File: config.mk
export PLATFORM = sky130hd
export DESIGN_NAME = pc_seq
export DESIGN_NICKNAME = d
export VERILOG_FILES = /design/src/rtl/pc_seq.sv
export SDC_FILE = /design/constraint.sdc
export NUM_CORES = 1
export LEC_CHECK = 0
export CAP_MARGIN = 20
export CORE_ASPECT_RATIO = 0.8
export CORE_MARGIN = 1.5
export CORE_UTILIZATION = 60
export CTS_BUF_LIST = sky130_fd_sc_hd__clkbuf_4 sky130_fd_sc_hd__clkbuf_8 sky130_fd_sc_hd__clkbuf_16
export CTS_CLUSTER_DIAMETER = 30
export CTS_CLUSTER_SIZE = 10
export DETAILED_ROUTE_END_ITERATION = 12
export HOLD_SLACK_MARGIN = 0.02
export PLACE_DENSITY = 0.9
export SLEW_MARGIN = 30
export SYNTH_ARGS = -nofsm -noshare
export SYNTH_HDL_FRONTEND = slang
export SYNTH_SLANG_ARGS = --single-unit
File: constraint.sdc
create_clock -name clk -period 4.87 [get_ports clk]
set_clock_uncertainty 0.15 [all_clocks]
set_input_delay 1.2175 -clock clk [delete_from_list [all_inputs] [get_ports clk]]
set_output_delay 1.2175 -clock clk [all_outputs]
set_load 0.02 [all_outputs]
File: src/rtl/pc_seq.sv
// rtl/pc_seq.sv - program-counter sequencer with jump table, relative branch, halt and optional return stack
// Optional feature macro: PC_RAS_EN (builds the SD-entry return-address stack for call/return)
// Ports:
//   clk, reset (asynchronous, active-low)
//   stall, halt_req, absjump_en, reljump_en, call_en, ret_en : flow control requests
//   lut_idx (LW) table read index, offset (D) signed relative offset
//   lut_we, lut_waddr (LW), lut_wdata (D) : jump-table write port
//   prog_ctr (D) current PC, halted, stk_err (sticky stack over/underflow)
module pc_seq #(
    parameter int D  = 12,
    parameter int LW = 5,
    parameter int SD = 4
) (
    input  logic          clk,
    input  logic          reset,
    input  logic          stall,
    input  logic          halt_req,
    input  logic          absjump_en,
    input  logic          reljump_en,
    input  logic          call_en,
    input  logic          ret_en,
    input  logic [LW-1:0] lut_idx,
    input  logic [D-1:0]  offset,
    input  logic          lut_we,
    input  logic [LW-1:0] lut_waddr,
    input  logic [D-1:0]  lut_wdata,
    output logic [D-1:0]  prog_ctr,
    output logic          halted,
    output logic          stk_err
);

    typedef enum logic {S_RUN = 1'b0, S_HALT = 1'b1} state_t;

    state_t         state_q, state_d;
    logic [D-1:0]   pc_q, pc_d;
    logic [D-1:0]   lut_q [2**LW];
    logic [D-1:0]   lut_rd;
    logic [D-1:0]   pc_inc;
    logic           advance;

    // Combinational table read sees the pre-write contents on a same-cycle write.
    assign lut_rd  = lut_q[lut_idx];
    assign pc_inc  = pc_q + 1'b1;
    // Flow requests act only in RUN, when not halting this edge and not stalled.
    assign advance = (state_q == S_RUN) && !halt_req && !stall;

    // FSM state register
    always_ff @(posedge clk or negedge reset) begin
        if (!reset) begin
            state_q <= S_RUN;
        end else begin
            state_q <= state_d;
        end
    end

    // FSM next state: HALT is sticky until reset
    always_comb begin
        state_d = state_q;
        if (state_q == S_RUN && halt_req) begin
            state_d = S_HALT;
        end
    end

    // FSM outputs
    always_comb begin
        halted = (state_q == S_HALT);
    end

`ifdef PC_RAS_EN
    localparam int AW  = (SD > 1) ? $clog2(SD) : 1;
    localparam int SPW = $clog2(SD + 1);

    logic [D-1:0]   stk_q [SD];
    logic [SPW-1:0] sp_q, sp_d, sp_m1;
    logic           err_q, err_d;
    logic           push;
    logic           stk_full, stk_empty;

    // sp_q counts occupied entries; the top of stack lives at sp_q-1.
    assign sp_m1     = sp_q - 1'b1;
    assign stk_full  = (sp_q == SPW'(SD));
    assign stk_empty = (sp_q == '0);
    assign stk_err   = err_q;
`else
    logic unused_cfg;

    assign unused_cfg = ret_en | (SD < 2);
    assign stk_err    = 1'b0;
`endif

    // Next-PC selection, highest priority first.
    always_comb begin
        pc_d = pc_q;
`ifdef PC_RAS_EN
        sp_d  = sp_q;
        err_d = err_q;
        push  = 1'b0;
`endif
        if (advance) begin
`ifdef PC_RAS_EN
            if (ret_en) begin
                if (!stk_empty) begin
                    pc_d = stk_q[sp_m1[AW-1:0]];
                    sp_d = sp_m1;
                end else begin
                    pc_d  = pc_inc;
                    err_d = 1'b1;
                end
            end else if (call_en) begin
                // The jump is always taken; only the push is dropped on overflow.
                pc_d = lut_rd;
                if (!stk_full) begin
                    push = 1'b1;
                    sp_d = sp_q + 1'b1;
                end else begin
                    err_d = 1'b1;
                end
            end else
`endif
            if (absjump_en || call_en) begin
                pc_d = lut_rd;
            end else if (reljump_en) begin
                pc_d = pc_q + offset;
            end else begin
                pc_d = pc_inc;
            end
        end
    end

    // PC and jump table; table writes are honoured in HALT as well.
    always_ff @(posedge clk or negedge reset) begin
        if (!reset) begin
            pc_q <= '0;
            for (int i = 0; i < 2**LW; i++) begin
                lut_q[i] <= '0;
            end
        end else begin
            pc_q <= pc_d;
            if (lut_we) begin
                lut_q[lut_waddr] <= lut_wdata;
            end
        end
    end

`ifdef PC_RAS_EN
    always_ff @(posedge clk or negedge reset) begin
        if (!reset) begin
            sp_q  <= '0;
            err_q <= 1'b0;
        end else begin
            sp_q  <= sp_d;
            err_q <= err_d;
        end
    end

    // Stack payload needs no reset: emptiness is tracked by sp_q alone.
    always_ff @(posedge clk) begin
        if (push) begin
            stk_q[sp_q[AW-1:0]] <= pc_inc;
        end
    end
`endif

    assign prog_ctr = pc_q;

endmodule

==> flow_metrics.env, run 1 <==
export IMPL_critPathMaxStageDelay_ns=0.65
export IMPL_dr_pass1_iters=5
export IMPL_status="finished, final reports clean"
export IMPL_cp_cell_sequence="clkdlybuf4s50_1 > nand2_1 > inv_1 > ha_1 > a211oi_1 > o21ai_1 > a2111oi_0 > nor2_1 > a221oi_1 > o311ai_0"
export IMPL_netlist_instances=1257
export IMPL_first_global_vias=12500
export IMPL_clock_latency_ns=0.58
export IMPL_synthTopCellsByArea="dfrtp_1, mux2_2, mux4_2"
export IMPL_power_w=0.0108
export IMPL_power_density_mw_per_mm2=492
export IMPL_final_seq_area_mm2=0.00993
export IMPL_die_w_um=200
export IMPL_yosysTopAreaCellShare=0.533
export IMPL_p_sw_w=0.00266
export IMPL_num_rows=57
export IMPL_vias=11600
export IMPL_required_ns=5.13
export IMPL_cts_setup_buffers=0
export IMPL_fin_crit_ns=3.89
export IMPL_power_leakage_nw=9.79
export IMPL_crit_type="in -> reg"
export IMPL_syn_area_mm2=0.0186
export IMPL_clk_pin_slew_worst_paths_ns=0.05
export IMPL_synth_top_cell_by_area="dfrtp_1"
export IMPL_htreeDepth=3
export IMPL_p_seq_frac=0.397
export IMPL_clock_sinks=397
export IMPL_cp_max_fo=12
export IMPL_synth_edff_count=0
export IMPL_syn_to_final_growth_pct=17.9
export IMPL_final_common_cell="dfrtp_1"
export IMPL_gr_total_overflow=0
export IMPL_drive_above_1_share=0.490
export IMPL_fin_ws_ns=0.982
export IMPL_maxCapViolCount=0
export IMPL_comb_power_share=0.142
export IMPL_cts_tree="built"
export IMPL_antenna_left=0
export IMPL_crit_buf_inv=2
export IMPL_dieArea_mm2=0.0321
export IMPL_io_buffer_count=54
export IMPL_cts_root_buf="clkbuf_16"
export IMPL_globalplace_congestion=0.890
export IMPL_antenna_cells=0
export IMPL_slowest_stage="clkdlybuf4s50_1"
export IMPL_antenna_found_initial=2
export IMPL_cts_resized=0
export IMPL_tritoncts_num_buffers=67
export IMPL_via_per_inst=6.56
export IMPL_avgSynthCellArea_um2=14.8
export IMPL_hold_class="in -> async"
export IMPL_ys_warn_count=0
export IMPL_core_area_mm2=0.0305
export IMPL_place_ws_ns=0.483
export IMPL_final_cell_mix="dfrtp_1, mux2_2, mux4_2"
export IMPL_nets=1365
export IMPL_grt_max_degree=111
export IMPL_die_h_um=161
export IMPL_cp_start_kind="input port"
export IMPL_pwr_share_clk=0.461
export IMPL_cts_hold_buf=0
export IMPL_synth_async_reset_ratio=1.00
export IMPL_seq_area_frac_synth=0.533
export IMPL_path_delay_family="compound AO/OA/AOI/OAI gates"
export IMPL_setup_tns_ns=0
export IMPL_start_util=0.612
export IMPL_yosys_cell_types_count=53
export IMPL_wl_per_cell_um=27.2
export IMPL_peakVddDrop_mv=0.405
export IMPL_relSlewSlack=0.364
export IMPL_tightest_slew_ns=0.955
export IMPL_max_freq_mhz=257
export IMPL_crit_path_end_kind="register"
export IMPL_fin_crit_sh=0.798
export IMPL_clockBufferDepth=3
export IMPL_drc=0
export IMPL_first_iter_violations=902
export IMPL_boundaryPins=57
export IMPL_p_sw_frac=0.246
export IMPL_dp_hpwl_mm=28.3
export IMPL_syn_num_nets=1312
export IMPL_fillers=1800
export IMPL_fin_util=0.721
export IMPL_synthFlopType="dfrtp_1"
export IMPL_grt_usage=0.313
export IMPL_ys_ff_latch=397
export IMPL_grt_pass1_wl_mm=74.6
export IMPL_intPower_w=0.00814
export IMPL_setup_violations=0
export IMPL_hold_violations=0
export IMPL_multi_input_area_mm2=0.00822
export IMPL_slew_violations=0
export IMPL_arrival_ns=4.15
export IMPL_finalWirelength_mm=48.2
export IMPL_rsz0062_at_grt="no"
## registers in the layout, summed over array words and instances (netlist names)
name      flops
halted        1
lut_q       384
prog_ctr     12
## synth_stat cells, types with 7 or more instances
| cell | n |
|---|---|
| dfrtp_1 | 397 |
| mux2_2 | 395 |
| mux4_2 | 96 |
| clkbuf_1 | 79 |
| nand2_1 | 37 |
| nor2_1 | 30 |
| a21oi_1 | 20 |
| nand3_1 | 18 |
| buf_2 | 15 |
| a22oi_1 | 13 |
| o21ai_0 | 13 |
| and2_1 | 11 |
| ha_1 | 11 |
| mux2i_1 | 9 |
| nor2b_1 | 9 |
| xor2_1 | 7 |
## cell type report
cell class / count / share of cell area
clock buffers: 87 / 0.0887
clock inverters: 33 / 0.0212
inverters: 6 / 0.00103
multi-input cells: 747 / 0.374
flip-flops and latches: 397 / 0.452
well taps: 413 / 0.0235
repair buffers: 91 / 0.0392
## per-layer routing
| metal | vias up | share of wire | track usage |
|---|---|---|---|
| met5 | - | 0.00056 | 0 |
| met4 | 4 | 0.036 | 0.133 |
| met3 | 143 | 0.089 | 0.0754 |
| met2 | 545 | 0.47 | 0.487 |
| met1 | 6152 | 0.40 | 0.427 |
| li1 | 4798 | - | - |
## worst reg2reg max path: cells and delay by family (launching register included)
family / cells / cell delay (ns)
and+or+nand+nor: 1 / 0.16
AOI/OAI and AO/OA: 5 / 1.62
DFF: 1 / 0.42
adders and majority gates: 1 / 0.33
## worst paths after layout
check                       startpoint  depth (start not counted)  slack (ns)           end
max                         reljump_en                         10        0.98  prog_ctr[11]
min reg2reg                 lut_q[215]                          1        0.35    lut_q[215]
min in group clk            lut_q[215]                          1        0.35    lut_q[215]
max reg2reg                prog_ctr[1]                          7        2.05  prog_ctr[11]
min                              reset                          1        0.34    lut_q[171]
max in group asynchronous        reset                          3        3.14    lut_q[110]
## through the flow
step,hold WS (ns),area (um2),instances
floorplan,0.321,18600,1257
detailed placement,0.337,19500,1653
finish,0.342,22000,1774
global route,0.346,22000,1774
global placement,0.330,19600,1653
CTS,0.348,21900,1773
## power groups by stage
stage	clock [W]	combinational [W]	sequential (W)
5_1_grt	0.00517	0.00162	0.00435
2_1_floorplan	0	0.00109	0.00419
4_1_cts	0.00502	0.00153	0.00428
3_3_place_gp	0	0.00142	0.00424
6_report	0.00498	0.00153	0.00429
3_5_place_dp	0	0.00148	0.00430
## kinds of logic after synthesis
logic type | synth area share
compound gates | 0.0313
xor+xnor | 0.00423
fa+ha+maj | 0.00846
buf+inv | 0.0256
flops | 0.533
mux | 0.360
other cells | 0.000201
simple gates | 0.0373
Note: power is estimated with default switching activity, not from simulation.
==> run 2: changes to the inputs <==
clock period = 3.8 ns   (was 4.87 ns; I/O delays follow)
==> run 2 against run 1 <==
Against the previous run: first-iteration DRC count increased by 30%; global-route usage is 1.6 points higher; critical path depth unchanged; design area increased by 1.8%; clock power rose by 27%; sequential cell count is the same; combinational power rose by 31%; power rose by 28%; register-to-register slack worse by 1.2 ns; die area did not move; critical path type unchanged; largest power group unchanged.
==> flow_metrics.env, run 2 (synthesized netlist as in run 1, its figures left out) <==
export IMPL_finalWirelength_mm=50.0
export IMPL_setup_tns_ns=0
export IMPL_cts_hold_buf=0
export IMPL_cp_start_kind="input port"
export IMPL_dp_hpwl_mm=30.3
export IMPL_fin_crit_sh=0.931
export IMPL_largest_reg_flops=384
export IMPL_first_global_vias=13200
export IMPL_dieArea_mm2=0.0321
export IMPL_ff2ff_path_depth=7
export IMPL_io_buffer_count=54
export IMPL_via_per_inst=6.57
export IMPL_grt_usage=0.330
export IMPL_r2r_end="prog_ctr[11]"
export IMPL_power_w=0.0138
export IMPL_multi_input_area_mm2=0.00822
export IMPL_comb_power_share=0.146
export IMPL_dr_pass1_iters=6
export IMPL_cts_setup_buffers=0
export IMPL_hold_violations=0
export IMPL_rrSetupSlack_ns=0.86
export IMPL_max_freq_mhz=283
export IMPL_cp_max_fo=8
export IMPL_pwr_share_clk=0.457
export IMPL_nets=1422
export IMPL_cts_root_buf="clkbuf_16"
export IMPL_fin_ws_ns=0.260
export IMPL_die_h_um=161
export IMPL_antenna_found_initial=1
export IMPL_tritoncts_num_buffers=66
export IMPL_fin_crit_ns=3.54
export IMPL_grt_max_degree=78
export IMPL_crit_path_end_kind="register"
export IMPL_place_ws_ns=-0.243
export IMPL_num_rows=57
export IMPL_cts_tree="built"
export IMPL_p_sw_frac=0.251
export IMPL_power_density_mw_per_mm2=617
export IMPL_slew_violations=0
export IMPL_start_util=0.612
export IMPL_power_leakage_nw=10.0
export IMPL_wl_per_cell_um=27.3
export IMPL_clockBufferDepth=3
export IMPL_tightest_slew_ns=0.708
export IMPL_antenna_left=0
export IMPL_drive_above_1_share=0.504
export IMPL_clock_sinks=397
export IMPL_hold_class="in -> async"
export IMPL_syn_to_final_growth_pct=20.1
export IMPL_crit_type="in -> reg"
export IMPL_grt_pass1_wl_mm=78.4
export IMPL_final_seq_area_mm2=0.00993
export IMPL_fillers=1788
export IMPL_maxCapViolCount=0
export IMPL_relSlewSlack=0.528
export IMPL_first_iter_violations=1174
export IMPL_p_seq_frac=0.398
export IMPL_final_cell_mix="dfrtp_1, mux2_2, mux4_2"
export IMPL_vias=12000
export IMPL_boundaryPins=57
export IMPL_cts_resized=0
export IMPL_globalplace_congestion=0.997
export IMPL_intPower_w=0.0103
export IMPL_status="finished, final reports clean"
export IMPL_antenna_cells=0
export IMPL_p_sw_w=0.00347
export IMPL_final_common_cell="dfrtp_1"
export IMPL_clock_latency_ns=0.58
export IMPL_core_area_mm2=0.0305
export IMPL_clk_pin_slew_worst_paths_ns=0.05
export IMPL_htreeDepth=3
export IMPL_required_ns=4.06
export IMPL_rsz0062_at_grt="no"
export IMPL_timing_rr_start="prog_ctr[1]"
export IMPL_gr_total_overflow=0
export IMPL_regMostFlops="lut_q"
export IMPL_drc=0
export IMPL_setup_violations=0
export IMPL_arrival_ns=3.80
export IMPL_peakVddDrop_mv=0.500
export IMPL_die_w_um=200
==> run 2: cell count changes in the layout (fill, tap and decap cells not counted), sizes merged <==
cell           change
clkinvlp           +4
inv                -1
buf               +50
clkdlybuf4s50      +8
bufinv             +1
clkbuf             -7
==> run 2: metrics by stage <==
| step | instance area [um2] | instances | util | hold WS (ns) |
|---|---|---|---|---|
| 3_5_place_dp | 20000 | 1712 | 0.658 | 0.338 |
| 5_1_grt | 22400 | 1829 | 0.734 | 0.281 |
| 2_1_floorplan | 18600 | 1257 | - | 0.321 |
| 4_1_cts | 22400 | 1829 | 0.734 | 0.256 |
| 3_3_place_gp | 20000 | 1712 | 0.658 | 0.330 |
| 6_report | 22400 | 1829 | 0.734 | 0.229 |
==> run 2: cell type report <==
class	instances	share of cell area
Timing Repair Buffer	149	0.0595
Inverter	6	0.00101
Multi-Input combinational cell	747	0.367
Clock buffer	80	0.0815
Clock inverter	37	0.0233
Tap cell	413	0.0231
Sequential cell	397	0.444
==> run 2: worst max-delay path, cell delays in order <==
cell             delay (ns)
clkdlybuf4s50_1        0.58
nand2_1                0.10
inv_1                  0.06
ha_1                   0.23
a211oi_1               0.44
o21ai_1                0.20
a2111oi_0              0.58
nor2_1                 0.16
a221oi_1               0.31
o311ai_0               0.19
==> run 2: power groups by stage <==
stage          sequential (W)  clock, W  combinational, W
2_1_floorplan         0.00537         0           0.00140
3_3_place_gp          0.00544         0           0.00186
3_5_place_dp          0.00552         0           0.00195
4_1_cts               0.00548   0.00633           0.00201
5_1_grt               0.00558   0.00654           0.00214
6_report              0.00549   0.00630           0.00201
==> run 2: worst max path at each step <==
stage | startpoint | end | depth (start not counted)
final | reljump_en | prog_ctr[11] | 10
after CTS | reljump_en | prog_ctr[11] | 10
after floorplan | reljump_en | prog_ctr[11] | 10
after global routing | reljump_en | prog_ctr[11] | 10
after detailed placement | reljump_en | prog_ctr[11] | 10
after global placement | reljump_en | prog_ctr[11] | 10
==> run 2: metal layers <==
metal | vias to the layer above | track usage | share of wire
li1 | 4916 | - | -
met1 | 6264 | 0.451 | 0.39
met2 | 683 | 0.507 | 0.47
met3 | 160 | 0.0892 | 0.10
met4 | 0 | 0.129 | 0.037
met5 | - | 0 | 0
